[config.mk]
export PLATFORM = sky130hd
export DESIGN_NAME = ccw_sequencer
export DESIGN_NICKNAME = d
export VERILOG_FILES = /design/src/rtl/ccw_sequencer_pkg.sv /design/src/rtl/ccw_table.sv /design/src/rtl/ccw_sequencer.sv
export SDC_FILE = /design/constraint.sdc
export NUM_CORES = 1
export LEC_CHECK = 0
export ABC_AREA = 1
export CORE_AREA = 2 2 170 172
export DETAILED_ROUTE_END_ITERATION = 8
export DIE_AREA = 0 0 172 174
export PLACE_DENSITY = 0.82
export SLEW_MARGIN = 20
export SYNTH_ARGS = -nofsm -noshare
export SYNTH_HDL_FRONTEND = slang
export SYNTH_HIERARCHICAL = 1
export SYNTH_SLANG_ARGS = --single-unit
[constraint.sdc]
create_clock -name clk -period 3.1 [get_ports clk]
set_clock_uncertainty 0.1 [all_clocks]
set_input_delay 0.775 -clock clk [delete_from_list [all_inputs] [get_ports clk]]
set_output_delay 0.775 -clock clk [all_outputs]
set_load 0.1 [all_outputs]
[src/rtl/ccw_sequencer_pkg.sv]
// ---------------------------------------------------------------------------
// ccw_sequencer_pkg : CCW field layout, status bits, error codes and states
// Revision 1.0
// ---------------------------------------------------------------------------
`default_nettype none

package ccw_sequencer_pkg;

    localparam int CCW_W       = 18;
    localparam int CCW_CC_BIT  = 17;
    localparam int CCW_SLI_BIT = 16;
    localparam int CCW_CMD_LSB = 8;
    localparam int CCW_CNT_LSB = 0;

    localparam int ST_SM   = 6;
    localparam int ST_BUSY = 4;
    localparam int ST_UC   = 1;
    localparam int ST_UE   = 0;

    typedef enum logic [2:0] {
        ERR_NONE     = 3'd0,
        ERR_NOT_OPER = 3'd1,
        ERR_BUSY     = 3'd2,
        ERR_UNIT     = 3'd3,
        ERR_LENGTH   = 3'd4,
        ERR_CHAIN    = 3'd5,
        ERR_TIMEOUT  = 3'd6,
        ERR_ABORT    = 3'd7
    } err_t;

    typedef enum logic [2:0] {
        S_IDLE   = 3'd0,
        S_LOAD   = 3'd1,
        S_ISSUE  = 3'd2,
        S_ACCEPT = 3'd3,
        S_RUN    = 3'd4,
        S_EVAL   = 3'd5,
        S_DONE   = 3'd6,
        S_WAIT   = 3'd7
    } state_t;

    function automatic int max3(input int a, input int b, input int c);
        int m;
        m = (a > b) ? a : b;
        return (m > c) ? m : c;
    endfunction

endpackage

`default_nettype wire

[src/rtl/ccw_table.sv]
// ---------------------------------------------------------------------------
// ccw_table : DEPTH x 18 CCW store, single write port, registered read port
// Revision 1.0
// ---------------------------------------------------------------------------
`default_nettype none

module ccw_table
    import ccw_sequencer_pkg::*;
#(
    parameter int  DEPTH = 16,
    localparam int IW    = $clog2(DEPTH)
) (
    input  logic             clk,
    input  logic             reset_n,
    input  logic             wr_en,
    input  logic [IW-1:0]    wr_index,
    input  logic [CCW_W-1:0] wr_data,
    input  logic             rd_en,
    input  logic [IW-1:0]    rd_index,
    output logic [CCW_W-1:0] rd_data
);

    logic [CCW_W-1:0] mem_q [DEPTH];
    logic [CCW_W-1:0] rd_data_q;
    logic [CCW_W-1:0] rd_data_d;

    always_ff @(posedge clk) begin
        if (wr_en) begin
            mem_q[wr_index] <= wr_data;
        end
    end

    // Read register only moves on rd_en so the entry stays put for re-issue.
    always_comb begin
        rd_data_d = rd_data_q;
        if (rd_en) begin
            rd_data_d = mem_q[rd_index];
        end
    end

    always_ff @(posedge clk or negedge reset_n) begin
        if (!reset_n) begin
            rd_data_q <= '0;
        end else begin
            rd_data_q <= rd_data_d;
        end
    end

    assign rd_data = rd_data_q;

endmodule

`default_nettype wire

[src/rtl/ccw_sequencer.sv]
// ---------------------------------------------------------------------------
// ccw_sequencer : walks a CCW chain, issues each CCW to the channel, evaluates
//                 status/residual and ends with a single error code.
//                 Optional busy retry: define CCW_SEQ_RETRY_BUSY_EN.
// Revision 1.0
// ---------------------------------------------------------------------------
`default_nettype none

module ccw_sequencer
    import ccw_sequencer_pkg::*;
#(
    parameter int  DEPTH          = 16,
    parameter int  ACCEPT_TIMEOUT = 32,
    parameter int  MAX_RETRY      = 3,
    parameter int  RETRY_DELAY    = 16,
    localparam int IW             = $clog2(DEPTH)
) (
    input  logic             clk,
    input  logic             reset_n,
    input  logic             ccw_wr_en,
    input  logic [IW-1:0]    ccw_wr_index,
    input  logic [CCW_W-1:0] ccw_wr_data,
    input  logic             prog_start,
    input  logic [7:0]       prog_address,
    input  logic [IW-1:0]    prog_first_index,
    input  logic             prog_abort,
    output logic             prog_busy,
    output logic             prog_done,
    output logic [2:0]       prog_error,
    output logic [IW-1:0]    prog_index,
    output logic [7:0]       prog_status,
    output logic [7:0]       prog_res_count,
    output logic [7:0]       ch_address,
    output logic [7:0]       ch_command,
    output logic [7:0]       ch_count,
    output logic             ch_start_strobe,
    input  logic             ch_idle,
    input  logic [7:0]       ch_status,
    input  logic             ch_status_valid,
    input  logic [7:0]       ch_res_count
);

    // One width serves the accept timer, the retry delay and the retry count.
    localparam int CNT_W = $clog2(max3(ACCEPT_TIMEOUT, RETRY_DELAY, MAX_RETRY) + 1);

    state_t           state_q, state_d;
    logic [IW-1:0]    idx_q, idx_d;
    logic [7:0]       addr_q, addr_d;
    err_t             err_q, err_d;
    logic [IW-1:0]    pidx_q, pidx_d;
    logic [7:0]       pstat_q, pstat_d;
    logic [7:0]       pres_q, pres_d;
    logic [CNT_W-1:0] timer_q, timer_d;
    logic [7:0]       ch_address_q, ch_address_d;
    logic [7:0]       ch_command_q, ch_command_d;
    logic [7:0]       ch_count_q, ch_count_d;
`ifdef CCW_SEQ_RETRY_BUSY_EN
    logic [CNT_W-1:0] retry_q, retry_d;
`endif

    logic [CCW_W-1:0] entry;
    logic [IW:0]      next_idx;

    ccw_table #(.DEPTH(DEPTH)) u_table (
        .clk      (clk),
        .reset_n  (reset_n),
        .wr_en    (ccw_wr_en),
        .wr_index (ccw_wr_index),
        .wr_data  (ccw_wr_data),
        .rd_en    (state_q == S_LOAD),
        .rd_index (idx_q),
        .rd_data  (entry)
    );

    // One extra bit so stepping past the last entry is detected, not wrapped.
    assign next_idx = {1'b0, idx_q} + (ch_status[ST_SM] ? (IW+1)'(2) : (IW+1)'(1));

    always_comb begin
        state_d      = state_q;
        idx_d        = idx_q;
        addr_d       = addr_q;
        err_d        = err_q;
        pidx_d       = pidx_q;
        pstat_d      = pstat_q;
        pres_d       = pres_q;
        timer_d      = timer_q;
        ch_address_d = ch_address_q;
        ch_command_d = ch_command_q;
        ch_count_d   = ch_count_q;
`ifdef CCW_SEQ_RETRY_BUSY_EN
        retry_d      = retry_q;
`endif
        case (state_q)
            S_IDLE: begin
                if (prog_start) begin
                    state_d = S_LOAD;
                    idx_d   = prog_first_index;
                    addr_d  = prog_address;
                    err_d   = ERR_NONE;
                end
            end
            S_LOAD: begin
                state_d = S_ISSUE;
`ifdef CCW_SEQ_RETRY_BUSY_EN
                retry_d = '0;
`endif
            end
            S_ISSUE: begin
                ch_address_d = addr_q;
                ch_command_d = entry[CCW_CMD_LSB +: 8];
                ch_count_d   = entry[CCW_CNT_LSB +: 8];
                timer_d      = '0;
                state_d      = S_ACCEPT;
            end
            S_ACCEPT: begin
                if (!ch_idle) begin
                    state_d = S_RUN;
                end else if (timer_q == CNT_W'(ACCEPT_TIMEOUT - 1)) begin
                    err_d   = ERR_TIMEOUT;
                    state_d = S_DONE;
                end else begin
                    timer_d = timer_q + CNT_W'(1);
                end
            end
            S_RUN: begin
                if (ch_idle) begin
                    state_d = S_EVAL;
                end
            end
            S_EVAL: begin
                pidx_d  = idx_q;
                pstat_d = ch_status;
                pres_d  = ch_res_count;
                state_d = S_DONE;
                if (!ch_status_valid) begin
                    err_d = ERR_NOT_OPER;
                end else if (ch_status[ST_BUSY]) begin
`ifdef CCW_SEQ_RETRY_BUSY_EN
                    if (retry_q < CNT_W'(MAX_RETRY)) begin
                        retry_d = retry_q + CNT_W'(1);
                        timer_d = '0;
                        state_d = S_WAIT;
                    end else begin
                        err_d = ERR_BUSY;
                    end
`else
                    err_d = ERR_BUSY;
`endif
                end else if (ch_status[ST_UC] | ch_status[ST_UE]) begin
                    err_d = ERR_UNIT;
                end else if ((ch_res_count != 8'd0) && !entry[CCW_SLI_BIT]) begin
                    err_d = ERR_LENGTH;
                end else if (prog_abort) begin
                    err_d = ERR_ABORT;
                end else if (!entry[CCW_CC_BIT]) begin
                    err_d = ERR_NONE;
                end else if (next_idx > (IW+1)'(DEPTH - 1)) begin
                    err_d = ERR_CHAIN;
                end else begin
                    idx_d   = next_idx[IW-1:0];
                    state_d = S_LOAD;
                end
            end
            S_DONE: begin
                state_d = S_IDLE;
            end
            S_WAIT: begin
`ifdef CCW_SEQ_RETRY_BUSY_EN
                if (prog_abort) begin
                    err_d   = ERR_ABORT;
                    state_d = S_DONE;
                end else if (timer_q == CNT_W'(RETRY_DELAY - 1)) begin
                    state_d = S_ISSUE;
                end else begin
                    timer_d = timer_q + CNT_W'(1);
                end
`else
                state_d = S_IDLE;
`endif
            end
            default: state_d = S_IDLE;
        endcase
    end

    always_ff @(posedge clk or negedge reset_n) begin
        if (!reset_n) begin
            state_q      <= S_IDLE;
            idx_q        <= '0;
            addr_q       <= '0;
            err_q        <= ERR_NONE;
            pidx_q       <= '0;
            pstat_q      <= '0;
            pres_q       <= '0;
            timer_q      <= '0;
            ch_address_q <= '0;
            ch_command_q <= '0;
            ch_count_q   <= '0;
`ifdef CCW_SEQ_RETRY_BUSY_EN
            retry_q      <= '0;
`endif
        end else begin
            state_q      <= state_d;
            idx_q        <= idx_d;
            addr_q       <= addr_d;
            err_q        <= err_d;
            pidx_q       <= pidx_d;
            pstat_q      <= pstat_d;
            pres_q       <= pres_d;
            timer_q      <= timer_d;
            ch_address_q <= ch_address_d;
            ch_command_q <= ch_command_d;
            ch_count_q   <= ch_count_d;
`ifdef CCW_SEQ_RETRY_BUSY_EN
            retry_q      <= retry_d;
`endif
        end
    end

    // Channel fields are presented combinationally during ISSUE, then held.
    assign ch_address      = ch_address_d;
    assign ch_command      = ch_command_d;
    assign ch_count        = ch_count_d;
    assign ch_start_strobe = (state_q == S_ISSUE);

    assign prog_busy      = (state_q != S_IDLE) && (state_q != S_DONE);
    assign prog_done      = (state_q == S_DONE);
    assign prog_error     = err_q;
    assign prog_index     = pidx_q;
    assign prog_status    = pstat_q;
    assign prog_res_count = pres_q;

endmodule

`default_nettype wire

* Word-level counts from Yosys, hierarchy flattened
Memories as Yosys holds them, arrays and structs flattened. A register that Yosys moved wholly into a read port is not among the register bits.
Cells that the tools add are included.
** Word-level totals
- Memory bits (writable) :: 288
- Register bits :: 68
- Memories :: 1
- Output and inout bits :: 50
- Input port bits :: 57
** Memories
- u_table.mem_q :: words 16, bits a word 18, rd ports 1, clocked after memory_dff 1, write ports 1, line ccw_table.sv:23 : logic [CCW_W-1:0] mem_q [DEPTH];
** Cells by class
- Mux-type cells :: 40
- Bitwise logic cells :: 1
- Add/subtract/negate cells :: 2
- Reduce and logical (&&, ||, !) cells :: 16
- Equality and inequality tests :: 23
- Magnitude comparators :: 1
** Operator list (count)
- 3-bit two-way mux :: 20
- 4-bit two-way mux :: 8
- 8-bit two-way mux :: 3
- 2-bit != test (second input constant) :: 11
- 3-bit case mux with 7 select lines :: 1
- 3-bit equality test (second input constant) :: 4
- 6-bit two-way mux :: 2
- 6-bit case mux with 2 select lines :: 1
- 3-bit case mux with 3 select lines :: 1
- 9-bit AND reduction :: 1
- 8-bit != test (second input constant) :: 1
- 4-bit case mux with 2 select lines :: 1
- 8-bit nonzero test :: 1
- 6-bit by 1-bit adder with 6-bit output (second input constant) :: 1
- 3-bit by 2-bit equality test with 1-bit output (second input constant) :: 2
- 6-bit by 5-bit equality test with 1-bit output (second input constant) :: 1
- 3-bit != test (second input constant) :: 2
- 3-bit AND reduction :: 2
- 3-bit nonzero test :: 2
- 4-bit by 2-bit adder with 5-bit output :: 1
- 5-bit by 4-bit greater-than comparator with 1-bit output (second input constant) :: 1
- 5-bit AND reduction :: 1
- 2-bit nonzero test :: 2
- 3-bit by 1-bit equality test with 1-bit output (second input constant) :: 1
- other kinds (9) :: 12

* Longest topological paths before layout
- Depth in word-level cells :: 11
- Depth in mapped cells :: 12
- Mapped depth without buffers :: 11

* Hierarchy
The synthesis kept the hierarchy.
** Modules (own cells, without submodules)
- ccw_table :: instances 1, cells an instance 1045, sequential area each 9098.7 um2, area each 12265.5 um2
- ccw_sequencer :: instances 1, cells an instance 372, sequential area each 1701.6 um2, area each 3064.2 um2

* Worst setup path after synthesis
Ideal clock, no wire load.
- Path kind :: register to output
- Start :: reg state_q[1]
- End :: out prog_busy
- Required time :: 2.225 ns
- Arrival time :: 3.864 ns
- Setup slack :: -1.639 ns
- Cell stages (with the launch flop) :: 4
- Cell sequence :: dfrtp_1 inv_1 nor3_1 nor2_1
** On the way
- Word-level cells in the longest chain between the ends :: 2
** RTL lines
- from (decl) :: line ccw_sequencer.sv:46 : state_t state_q, state_d;
- from (signal assigned) :: line ccw_sequencer.sv:202 : state_q <= state_d;
- 3-bit != test or 3-bit nonzero test (tied branches) :: line ccw_sequencer.sv:225 : assign prog_busy = (state_q != S_IDLE) && (state_q != S_DONE);
- 1-bit logical AND * :: line ccw_sequencer.sv:225
- to (decl) :: line ccw_sequencer.sv:27 : output logic prog_busy,
Mark *: on every way between the ends. The rest lies on a longest branch, timed or not.

* Final worst setup path
- Start :: reg state_q[1]
- End :: out ch_command[2]
** On the way
- Word-level cells in the longest chain between the ends :: 2
** RTL lines
- 3-bit by 2-bit equality test with 1-bit output :: line ccw_sequencer.sv:93 : case (state_q)
- 8-bit two-way mux :: line ccw_sequencer.sv:93
- to (decl) :: line ccw_sequencer.sv:34 : output logic [7:0] ch_command,
No other way between the ends.

==> run metrics <==
status=complete, no violations; I/O pins=approximately 110; top-area cell type share of the netlist area=0.564; vias post-DR=between 10000 and 15000; wire per inst=around 19 um; Final ANT Viol Nets=0; Post-Syn Nets=around 1500; mean area per synthesized cell=10.8 um^2; number of distinct library cells after synthesis=32; Leak Pwr=~7.4 nW; Ys Warns=6; FMAX=around 340 MHz; Rows=a little over 60; Final Power=approximately 19 mW; Initial Util=0.543; Cells after DPL=approximately 1900; capturing element type of the critical path=output port; GRT Total Usage=0.241; Clock Root Buffer=clkbuf_16; WP buf/inv=3; placeable core region=around 0.028 mm^2; largest net degree at the start of global routing=between 100 and 150; Final Net Count=1585; CP peak stage delay=roughly 0.43 ns; total CTS buffers=38; vias in the first global route=between 10000 and 15000; first-pass GRT wire length=roughly 55 mm; H-tree levels=2; setup violators final=0; share of layout cells above drive strength 1=0.114; port bufs=~110; critical path's slowest cell=dfrtp_1; most area-consuming cells after synthesis=edfxtp_1, nand2_1, dfrtp_1; async set-reset flop share out of synthesis=0.230; clock-pin transition on the worst setup and hold timing paths=0.07 ns; largest fanout on the critical path=30; Worst Setup Start Kind=register; CTS sink count=374; EDFF count, synth=288; clk buf depth=3; CP Data Required Time=2.22 ns; GPL Wtd Cong=0.796; Pwr Density=~1000 mW/mm^2; final hold violation count=0; maxcap violations=0; HP Class=in2async; WP data arrival=2.10 ns; setup bufs post-CTS=0; Commonest cells post-synth=nand2_1, edfxtp_1, nand3_1; initial antenna violation count=1; CTS tree=done; placed wire-length estimate=~20 mm; CP most frequent cell=nand2_1; initial drt markers=1414; Slew headroom=0.372; Setup CP Type=reg2out; Die Ht=174 um; drt drc=0; grt total ovfl=0; predominant post-synthesis flop cell=edfxtp_1; Total Routed Length=36.3 mm; RSZ-0062 raised after global routing=false; Period minus WS final=a little under 3 ns; Seq cells post-synth=around 370; Area growth syn-to-layout=18.7%; CP top delay family=buffers and inverters; Clock Latency Late Sink=0.54 ns; Max VDD drop=just under 0.5 mV; first-pass iteration count of the detailed router=5; Final period util=0.961; Seq/Total Area, Yosys=0.705; non-filler cells, final=~1900; Mapped Cells=between 1000 and 1500; most common cell in the netlist=nand2_1; Die Wd=172 um; final max-slew violation count=0; Vias per Instance=roughly 5.6; full die area=0.0299 mm^2; Core Util, Final=0.644; Fin Setup TNS=0 ns; cell taking the most area after synthesis=edfxtp_1; worst slew pin tran=about 0.94 ns; Syn Std Cell Area=around 0.015 mm^2; CP cell instances=inv_1, nor2_1, nand2_1, buf_4, nand2_1, nand2_1, buf_12
==> metal layers <==
| layer | GRT usage | vias up | share of wire |
|---|---|---|---|
| met5 | 0 | - | 0 |
| met4 | 0.103 | 0 | 0.039 |
| met3 | 0.0419 | 125 | 0.10 |
| met2 | 0.395 | 684 | 0.48 |
| met1 | 0.319 | 5081 | 0.38 |
| li1 | - | 4975 | - |
==> sequential cells by signal, summed over array words and instances, names as in the netlist, 4 cells and up <==
register and count:
prog_status 8, ch_count_q 8, ch_command_q 8, u_table/mem_q 288
ch_address_q 8, idx_q 4, u_table/rd_data 18, timer_q 6
prog_index 4, addr_q 8, prog_res_count 8
==> cell usage in the layout, fill, tap and decap left out, drive strengths merged <==
| cell type | n |
|---|---|
| a21boi | 1 |
| a21oi | 3 |
| a31oi | 1 |
| buf | 81 |
| bufinv | 3 |
| clkbuf | 48 |
| clkdlybuf4s50 | 55 |
| clkinv | 13 |
| clkinvlp | 3 |
| dfrtp | 86 |
| diode | 1 |
| edfxtp | 288 |
| fa | 1 |
| ha | 3 |
| inv | 35 |
| mux2 | 8 |
| nand2 | 627 |
| nand3 | 233 |
| nand3b | 2 |
| nand4 | 1 |
| nor2 | 39 |
| nor3 | 4 |
| o211ai | 1 |
| o21a | 2 |
| o21ai | 10 |
| o31ai | 1 |
| xor2 | 1 |
==> cells by family (layout without fill, tap and decap cells) <==
kind of cell             count (synthesis)  count (layout)  share of synthesized area
multiplexers                             8               8                    0.00588
AND/OR/NAND/NOR                        906             906                      0.244
XOR/XNOR                                 1               1                   0.000571
other                                    0               1                          0
buffers and inverters                  105             238                     0.0341
AO/OA/AOI/OAI                           19              19                    0.00735
adder cells (fa/ha/maj)                  4               4                    0.00375
flip-flops                             374             374                      0.705
==> metrics by stage <==
stage	hold WS (ns)	cell area, um^2	setup WS (ns)
after global placement	0.364	17000	0.146
after CTS	0.226	18200	0.0371
final	0.212	18200	0.121
after floorplan	0.349	15300	0.148
after detailed placement	0.365	17000	0.0127
after global routing	0.268	18200	0.00338
==> report_power, final <==
group / internal, mW / total (mW) / switching (mW)
Combinational: 2.24 / 8.12 / 5.89
Sequential: 6.01 / 6.32 / 0.318
Clock: 2.54 / 4.41 / 1.87
==> path summary, 6_finish.rpt <==
check | from | end | slack [ns] | cells after the start
hold / removal | reset_n | prog_res_count[0]$_DFFE_PN0P_ | 0.21 | 1
setup / recovery | state_q[1]$_DFFE_PN0P_ | ch_command[2] | 0.12 | 7
max in group asynchronous | reset_n | ch_count_q[3]$_DFF_PN0_ | 2.08 | 2
setup reg to reg | idx_q[0]$_DFFE_PN0P_ | idx_q[3]$_DFFE_PN0P_ | 0.81 | 10
hold reg to reg | u_table/rd_data[3]$_DFFE_PN0P_ | u_table/rd_data[3]$_DFFE_PN0P_ | 0.38 | 2
min in group clk | u_table/rd_data[3]$_DFFE_PN0P_ | u_table/rd_data[3]$_DFFE_PN0P_ | 0.38 | 2
==> timing repair <==
action | in CTS | in global routing
hold endpoints to repair | 0 | 0
hold buffers | 0 | 0
endpoints found under the setup margin | 0 | 24
resized for setup | 0 | 2
==> cell type report <==
class / count / area, um^2
diodes: 1 / 2.50
clock buffers: 48 / 998
clock inverters: 18 / 188
fillers: 2030 / 10000
inverters: 36 / 140
multi-input cells: 938 / 4060
flip-flops and latches: 374 / 10800
well taps: 384 / 480
repair buffers: 136 / 1520
No activity file was read; power rests on OpenSTA's default activity.
